File: src/rtl/audio_pkg.sv
// audio_pkg: default widths and the state/grant encodings shared by the clip memory arbiter.
package audio_pkg;
   localparam int DEFAULT_WORD_LENGTH        = 16;
   localparam int DEFAULT_CLIP_ADDRESS_WIDTH = 16;
   typedef enum logic [1:0] {REC_IDLE, REC_ACTIVE, REC_DRAIN} rec_state_t;
   typedef enum logic {PLAY_IDLE, PLAY_ACTIVE} play_state_t;
   typedef enum logic [1:0] {GRANT_NONE, GRANT_WRITE, GRANT_READ} grant_t;
endpackage

File: src/rtl/rr_arbiter_2.sv
// rr_arbiter_2: two-requester round-robin arbiter; bit 0 is favoured first after reset,
// and the priority flips only when both requesters compete.
module rr_arbiter_2 (
   input  logic       i_clock,
   input  logic       i_reset,
   input  logic [1:0] i_req,
   output logic [1:0] o_gnt
);
   logic r_prio_hi;
   assign o_gnt = (i_req == 2'b11) ? (r_prio_hi ? 2'b10 : 2'b01) : i_req;
   always_ff @(posedge i_clock) begin
      if (i_reset) r_prio_hi <= 1'b0;
      else if (i_req == 2'b11) r_prio_hi <= ~r_prio_hi;
   end
endmodule

File: src/rtl/clip_memory_arbiter.sv
// clip_memory_arbiter: shares one single-port RAM holding two clips between a record path
// and a play path, tracking per-clip lengths and arbitrating one RAM access per cycle.
module clip_memory_arbiter
   import audio_pkg::*;
#(
   parameter int WORD_LENGTH        = DEFAULT_WORD_LENGTH,
   parameter int CLIP_ADDRESS_WIDTH = DEFAULT_CLIP_ADDRESS_WIDTH
) (
   input  logic                        clock_i,
   input  logic                        reset_i,
   input  logic                        rec_start_i,
   input  logic                        rec_stop_i,
   input  logic                        rec_clip_i,
   input  logic                        rec_valid_i,
   input  logic [WORD_LENGTH-1:0]      rec_data_i,
   output logic                        recording_o,
   output logic                        rec_done_o,
   output logic                        rec_overrun_o,
   input  logic                        play_start_i,
   input  logic                        play_stop_i,
   input  logic                        play_clip_i,
   input  logic                        play_req_i,
   output logic [WORD_LENGTH-1:0]      play_data_o,
   output logic                        play_valid_o,
   output logic                        playing_o,
   output logic                        play_done_o,
   output logic                        start_reject_o,
   output logic                        mem_en_o,
   output logic                        mem_we_o,
   output logic [CLIP_ADDRESS_WIDTH:0] mem_addr_o,
   output logic [WORD_LENGTH-1:0]      mem_wdata_o,
   input  logic [WORD_LENGTH-1:0]      mem_rdata_i
);
   localparam int AW = CLIP_ADDRESS_WIDTH;
   localparam logic [AW:0] LAST_OFF = {1'b0, {AW{1'b1}}};

   rec_state_t             r_rec_state;
   play_state_t            r_play_state;
   logic                   r_rec_clip, r_play_clip;
   logic [AW:0]            r_wr_off, r_rd_off;
   logic [AW:0]            r_len [2];
   logic                   r_wr_pend, r_rd_pend, r_rd_fly, r_rd_last;
   logic [WORD_LENGTH-1:0] r_wr_data, r_play_data;
   logic                   r_rec_done, r_rec_overrun, r_play_valid, r_play_done, r_start_reject;
   logic [1:0]             w_gnt;
   grant_t                 w_grant;
   logic                   w_rec_ok, w_play_ok, w_req_ok;
   logic [AW:0]            w_rd_len;

   rr_arbiter_2 u_arb (
      .i_clock (clock_i),
      .i_reset (reset_i),
      .i_req   ({r_rd_pend, r_wr_pend}),
      .o_gnt   (w_gnt)
   );

   assign w_grant = w_gnt[0] ? GRANT_WRITE : w_gnt[1] ? GRANT_READ : GRANT_NONE;
   assign w_rd_len = r_len[r_play_clip];
   assign w_rec_ok = rec_start_i && r_rec_state == REC_IDLE &&
                     !(r_play_state == PLAY_ACTIVE && rec_clip_i == r_play_clip);
   // A same-cycle record start on the same clip takes precedence over the play start.
   assign w_play_ok = play_start_i && r_play_state == PLAY_IDLE &&
                      !(r_rec_state != REC_IDLE && play_clip_i == r_rec_clip) &&
                      !(w_rec_ok && play_clip_i == rec_clip_i);
   assign w_req_ok = play_req_i && r_play_state == PLAY_ACTIVE && !r_rd_pend && !r_rd_fly &&
                     r_rd_off != w_rd_len;

   assign mem_en_o    = w_grant != GRANT_NONE;
   assign mem_we_o    = w_grant == GRANT_WRITE;
   assign mem_addr_o  = (w_grant == GRANT_WRITE) ? {r_rec_clip, r_wr_off[AW-1:0]} :
                        (w_grant == GRANT_READ)  ? {r_play_clip, r_rd_off[AW-1:0]} : '0;
   assign mem_wdata_o = (w_grant == GRANT_WRITE) ? r_wr_data : '0;

   assign recording_o    = r_rec_state != REC_IDLE;
   assign playing_o      = r_play_state == PLAY_ACTIVE;
   assign rec_done_o     = r_rec_done;
   assign rec_overrun_o  = r_rec_overrun;
   assign play_data_o    = r_play_data;
   assign play_valid_o   = r_play_valid;
   assign play_done_o    = r_play_done;
   assign start_reject_o = r_start_reject;

   always_ff @(posedge clock_i) begin
      if (reset_i) begin
         r_rec_state   <= REC_IDLE;
         r_rec_clip    <= 1'b0;
         r_wr_off      <= '0;
         r_wr_pend     <= 1'b0;
         r_wr_data     <= '0;
         r_len[0]      <= '0;
         r_len[1]      <= '0;
         r_rec_done    <= 1'b0;
         r_rec_overrun <= 1'b0;
      end else begin
         r_rec_done    <= 1'b0;
         r_rec_overrun <= 1'b0;
         if (w_grant == GRANT_WRITE) begin
            r_wr_pend <= 1'b0;
            r_wr_off  <= r_wr_off + 1'b1;
         end
         case (r_rec_state)
            REC_IDLE: if (w_rec_ok) begin
               r_rec_state <= REC_ACTIVE;
               r_rec_clip  <= rec_clip_i;
               r_wr_off    <= '0;
               r_wr_pend   <= 1'b0;
            end
            REC_ACTIVE: begin
               if (rec_valid_i && r_wr_pend) r_rec_overrun <= 1'b1;
               else if (rec_valid_i) begin
                  r_wr_data <= rec_data_i;
                  r_wr_pend <= 1'b1;
               end
               // The last offset of the clip auto-stops so the offset can never wrap.
               if (rec_stop_i || (w_grant == GRANT_WRITE && r_wr_off == LAST_OFF))
                  r_rec_state <= REC_DRAIN;
            end
            REC_DRAIN: if (!r_wr_pend) begin
               r_len[r_rec_clip] <= r_wr_off;
               r_rec_done        <= 1'b1;
               r_rec_state       <= REC_IDLE;
            end
            default: r_rec_state <= REC_IDLE;
         endcase
      end
   end

   always_ff @(posedge clock_i) begin
      if (reset_i) begin
         r_play_state   <= PLAY_IDLE;
         r_play_clip    <= 1'b0;
         r_rd_off       <= '0;
         r_rd_pend      <= 1'b0;
         r_rd_fly       <= 1'b0;
         r_rd_last      <= 1'b0;
         r_play_data    <= '0;
         r_play_valid   <= 1'b0;
         r_play_done    <= 1'b0;
         r_start_reject <= 1'b0;
      end else begin
         r_play_valid   <= 1'b0;
         r_play_done    <= 1'b0;
         r_start_reject <= (rec_start_i && !w_rec_ok) || (play_start_i && !w_play_ok);
         r_rd_fly       <= w_grant == GRANT_READ;
         if (w_grant == GRANT_READ) begin
            r_rd_pend <= 1'b0;
            r_rd_off  <= r_rd_off + 1'b1;
            r_rd_last <= r_rd_off == w_rd_len - 1'b1;
         end
         if (r_play_state == PLAY_IDLE) begin
            if (w_play_ok) begin
               r_play_clip <= play_clip_i;
               r_rd_off    <= '0;
               r_rd_pend   <= 1'b0;
               if (r_len[play_clip_i] == '0) r_play_done <= 1'b1;
               else r_play_state <= PLAY_ACTIVE;
            end
         end else if (play_stop_i) begin
            r_play_state <= PLAY_IDLE;
            r_rd_pend    <= 1'b0;
            r_rd_fly     <= 1'b0;
            r_play_done  <= 1'b1;
         end else begin
            if (w_req_ok) r_rd_pend <= 1'b1;
            // RAM data arrives the cycle after the grant and is registered here.
            if (r_rd_fly) begin
               r_play_valid <= 1'b1;
               r_play_data  <= mem_rdata_i;
               if (r_rd_last) begin
                  r_play_done  <= 1'b1;
                  r_play_state <= PLAY_IDLE;
               end
            end
         end
      end
   end
endmodule

File: config.mk
export PLATFORM = sky130hd
export DESIGN_NAME = clip_memory_arbiter
export DESIGN_NICKNAME = d
export VERILOG_FILES = /design/src/rtl/audio_pkg.sv /design/src/rtl/rr_arbiter_2.sv /design/src/rtl/clip_memory_arbiter.sv
export SDC_FILE = /design/constraint.sdc
export NUM_CORES = 1
export LEC_CHECK = 0
export ABC_CLOCK_PERIOD_IN_PS = 8100
export CAP_MARGIN = 20
export CORE_ASPECT_RATIO = 1.1
export CORE_MARGIN = 1
export CORE_UTILIZATION = 55
export CTS_CLUSTER_DIAMETER = 40
export CTS_CLUSTER_SIZE = 16
export DETAILED_ROUTE_END_ITERATION = 10
export GPL_ROUTABILITY_DRIVEN = 0
export GPL_TIMING_DRIVEN = 0
export PLACE_DENSITY = 0.9
export SLEW_MARGIN = 10
export SYNTH_ARGS = -nofsm -noshare
export SYNTH_HDL_FRONTEND = slang
export SYNTH_SLANG_ARGS = --single-unit
export TNS_END_PERCENT = 30
File: constraint.sdc
create_clock -name clock_i -period 8.1 [get_ports clock_i]
set_input_delay 1.62 -clock clock_i [delete_from_list [all_inputs] [get_ports clock_i]]
set_output_delay 1.62 -clock clock_i [all_outputs]
set_load 0.1 [all_outputs]
==> impl_metrics.tcl <==
set metrics [dict create \
    syn_avg_cell_area_um2 9.01 \
    rsz0062_at_grt "false" \
    rrSetupSlack_ns 4.22 \
    cp_slowest_cell "clkdlybuf4s50_1" \
    synthToLayoutAreaGrowth_pct 30.2 \
    power_mw 1.52 \
    hold_class "register to register" \
    crit_type "register to primary output" \
    synth_seq_cells 116 \
    drv_cap 0 \
    die_h_um 110 \
    synthFlopType "dfxtp_1" \
    synth_area_leaders "dfxtp_1, edfxtp_1, nand2_1" \
    initial_core_util_pct 56.5 \
    startpoint "r_wr_pend$_SDFF_PP0_" \
    antenna_cells 0 \
    drt-pass1-iter-count 6 \
    synth_top_cell_by_area "dfxtp_1" \
    post_cts_resized 0 \
    path_clk_slew_ns 0.06 \
    grt_start_max_net_pins 18 \
    io-pin-count 100 \
    post-route-period-util_pct 66.4 \
    tritoncts "built" \
    synth_edf_count 34 \
    netlist_area_um2 5850 \
    clock_latency_ns 0.42 \
    coreArea_um2 10300 \
    routed_wl_um 17100 \
    crit_family "buffers and inverters" \
    outcome "completed" \
    fmax_mhz 186 \
    fin_area_um2 7620 \
    max-slew-margin-rel_pct 31.5 \
    pre_cts_slack_ns 3.30 \
    worst_pin_slew_ns 1.02 \
    min_from "r_wr_data[5]$_SDFFE_PP0P_" \
    final.setup.worst_slack_ns 2.72 \
    post-cts-setup-buffers 0 \
    critPathMaxStageDelay_ns 1.12 \
    grt_pass1_wl_um 26500 \
    final_max_slew_viol_count 0 \
    setup-tns-final_ns 0 \
    cp_common_cell "clkbuf_1" \
    yosysWarnings 0 \
    die_x_um 100 \
    clock_path_buffers 2 \
    root_buffer "clkbuf_16" \
    vdd_ir_drop_max_uv 129 \
    cp.depth 6 \
    avgRoutedWirePerCell_um 18.6 \
    crit_chain "clkbuf_1 -> a21boi_1 -> clkbuf_1 -> ha_1 -> mux2_2 -> clkdlybuf4s50_1" \
    drtIter0Drc 558 \
    cts_buffers 17 \
    hold_violations 0 \
    setup_violations 0 \
    synthCells 649 \
    nets 814 \
    hpwl_um 11700 \
    grt_pass1_vias 5318 \
    reg2regPathDepth 12 \
    startpoint_type "register" \
    overflow 0 \
    fin_crit_ns 5.38 \
    power_density_nw_per_um2 199 \
    arrival_ns 3.76 \
    track_usage_pct 31.3 \
    drive_above_1_share_pct 7.05 \
    cts_hold_buffers 0 \
    drc 0 \
    seq_area_frac_synth_pct 45.5 \
    h-tree-depth 4 \
    syn-num-nets 696 \
    power.leakage_nw 2.68 \
    ys_types 57 \
    crit_fanout 10 \
    synth_top_area_share_pct 28.1 \
    viasPerCell 5.99 \
    cp.required_ns 6.48 \
    ant_nets 0 \
    async_reset_ff_share_pct 0 \
    hold_depth 2 \
    grt_antenna_before_repair 0 \
    place_area_um2 7020 \
    die_area_um2 11100 \
    row_count 39 \
    cts_num_sinks 116 \
    io_buffers 99 \
    crit_buf_inv 3 \
    endpoint_kind "primary output" \
    finClkSkew_ns 0.00999 \
    dr_total_vias 5533 \
]
==> registers in the layout, indices dropped and copies added (netlist names), named ones only <==
signal	count
play_data_o	16
r_wr_pend	1
r_rd_off	17
r_rec_clip	1
start_reject_o	1
r_rd_last	1
rec_done_o	1
play_done_o	1
play_valid_o	1
r_wr_off	17
u_arb.r_prio_hi	1
r_rec_state	2
r_rd_fly	1
r_rd_pend	1
r_play_clip	1
playing_o	1
rec_overrun_o	1
r_wr_data	16
r_len	34
==> metrics by stage <==
step / util [%] / hold slack [ns] / std cells
2_1_floorplan: - / 0.425 / 649
3_3_place_gp: 67.9 / 0.439 / 891
3_5_place_dp: 67.9 / 0.442 / 891
4_1_cts: 73.6 / 0.450 / 923
5_1_grt: 73.6 / 0.463 / 923
6_report: 73.6 / 0.451 / 923
==> area by class of cell <==
type	instances	area, um^2
Buffer	35	164
Clock buffer	22	507
Clock inverter	10	90.1
Fill cell	670	2730
Inverter	16	60.1
Multi-Input combinational cell	482	2960
Sequential cell	116	2660
Tap cell	143	179
Timing Repair Buffer	99	991
==> cells in the mapped netlist, types with 16 or more instances <==
cell / n
edfxtp_1: 34
nor2_1: 61
and2_1: 34
clkbuf_1: 24
and3_1: 22
mux2i_1: 19
xnor2_1: 30
xor2_1: 19
nand2_1: 89
a21oi_1: 52
dfxtp_1: 82
inv_1: 16
==> layout by cell type (no fill, tap or decap), types with 22 or more instances in the layout <==
cell,count
nand2_1,89
and2_1,34
dfxtp_1,82
clkdlybuf4s50_1,99
nor2_1,61
clkbuf_1,25
edfxtp_1,34
and3_1,22
xnor2_1,30
a21oi_1,52
==> final timing paths <==
check                                                  to
worst min register to register  r_wr_data[5]$_SDFFE_PP0P_
worst min-delay path            r_wr_data[5]$_SDFFE_PP0P_
worst max-delay path                        mem_addr_o[0]
worst max register to register     r_rd_last$_SDFFE_PP0P_
==> kinds of logic after synthesis <==
kind of cell / share of synthesized area [%]
AO/OA/AOI/OAI: 11.3
adder cells (fa/ha/maj): 1.07
multiplexers: 5.07
flip-flops: 45.5
AND/OR/NAND/NOR: 25.9
XOR/XNOR: 7.34
buffers and inverters: 3.83
==> worst register-to-register path: cells and delay by family, from the launching register on <==
family,cells,cell delay (ns)
and+or+nand+nor,4,1.68
muxes,1,0.34
AOI/OAI and AO/OA,3,0.55
DFF,1,0.32
adders and majority gates,1,0.30
buffers and inverters,3,0.60
==> report_power, final <==
part           total (mW)  leakage (nW)  internal (mW)  switching [mW]
sequential          0.624          1.01          0.610          0.0134
combinational       0.144          1.38         0.0567          0.0874
clock               0.749         0.293          0.474           0.275
total                1.52          2.68           1.14           0.375
==> metal layers <==
metal	vias up	track usage, %	routed length, um
met5	-	0	0
met4	0	16.1	785
met3	91	8.26	1320
met2	333	53.9	8610
met1	2594	36.1	6420
li1	2515	-	-
Note: power is estimated with default switching activity, not from simulation.
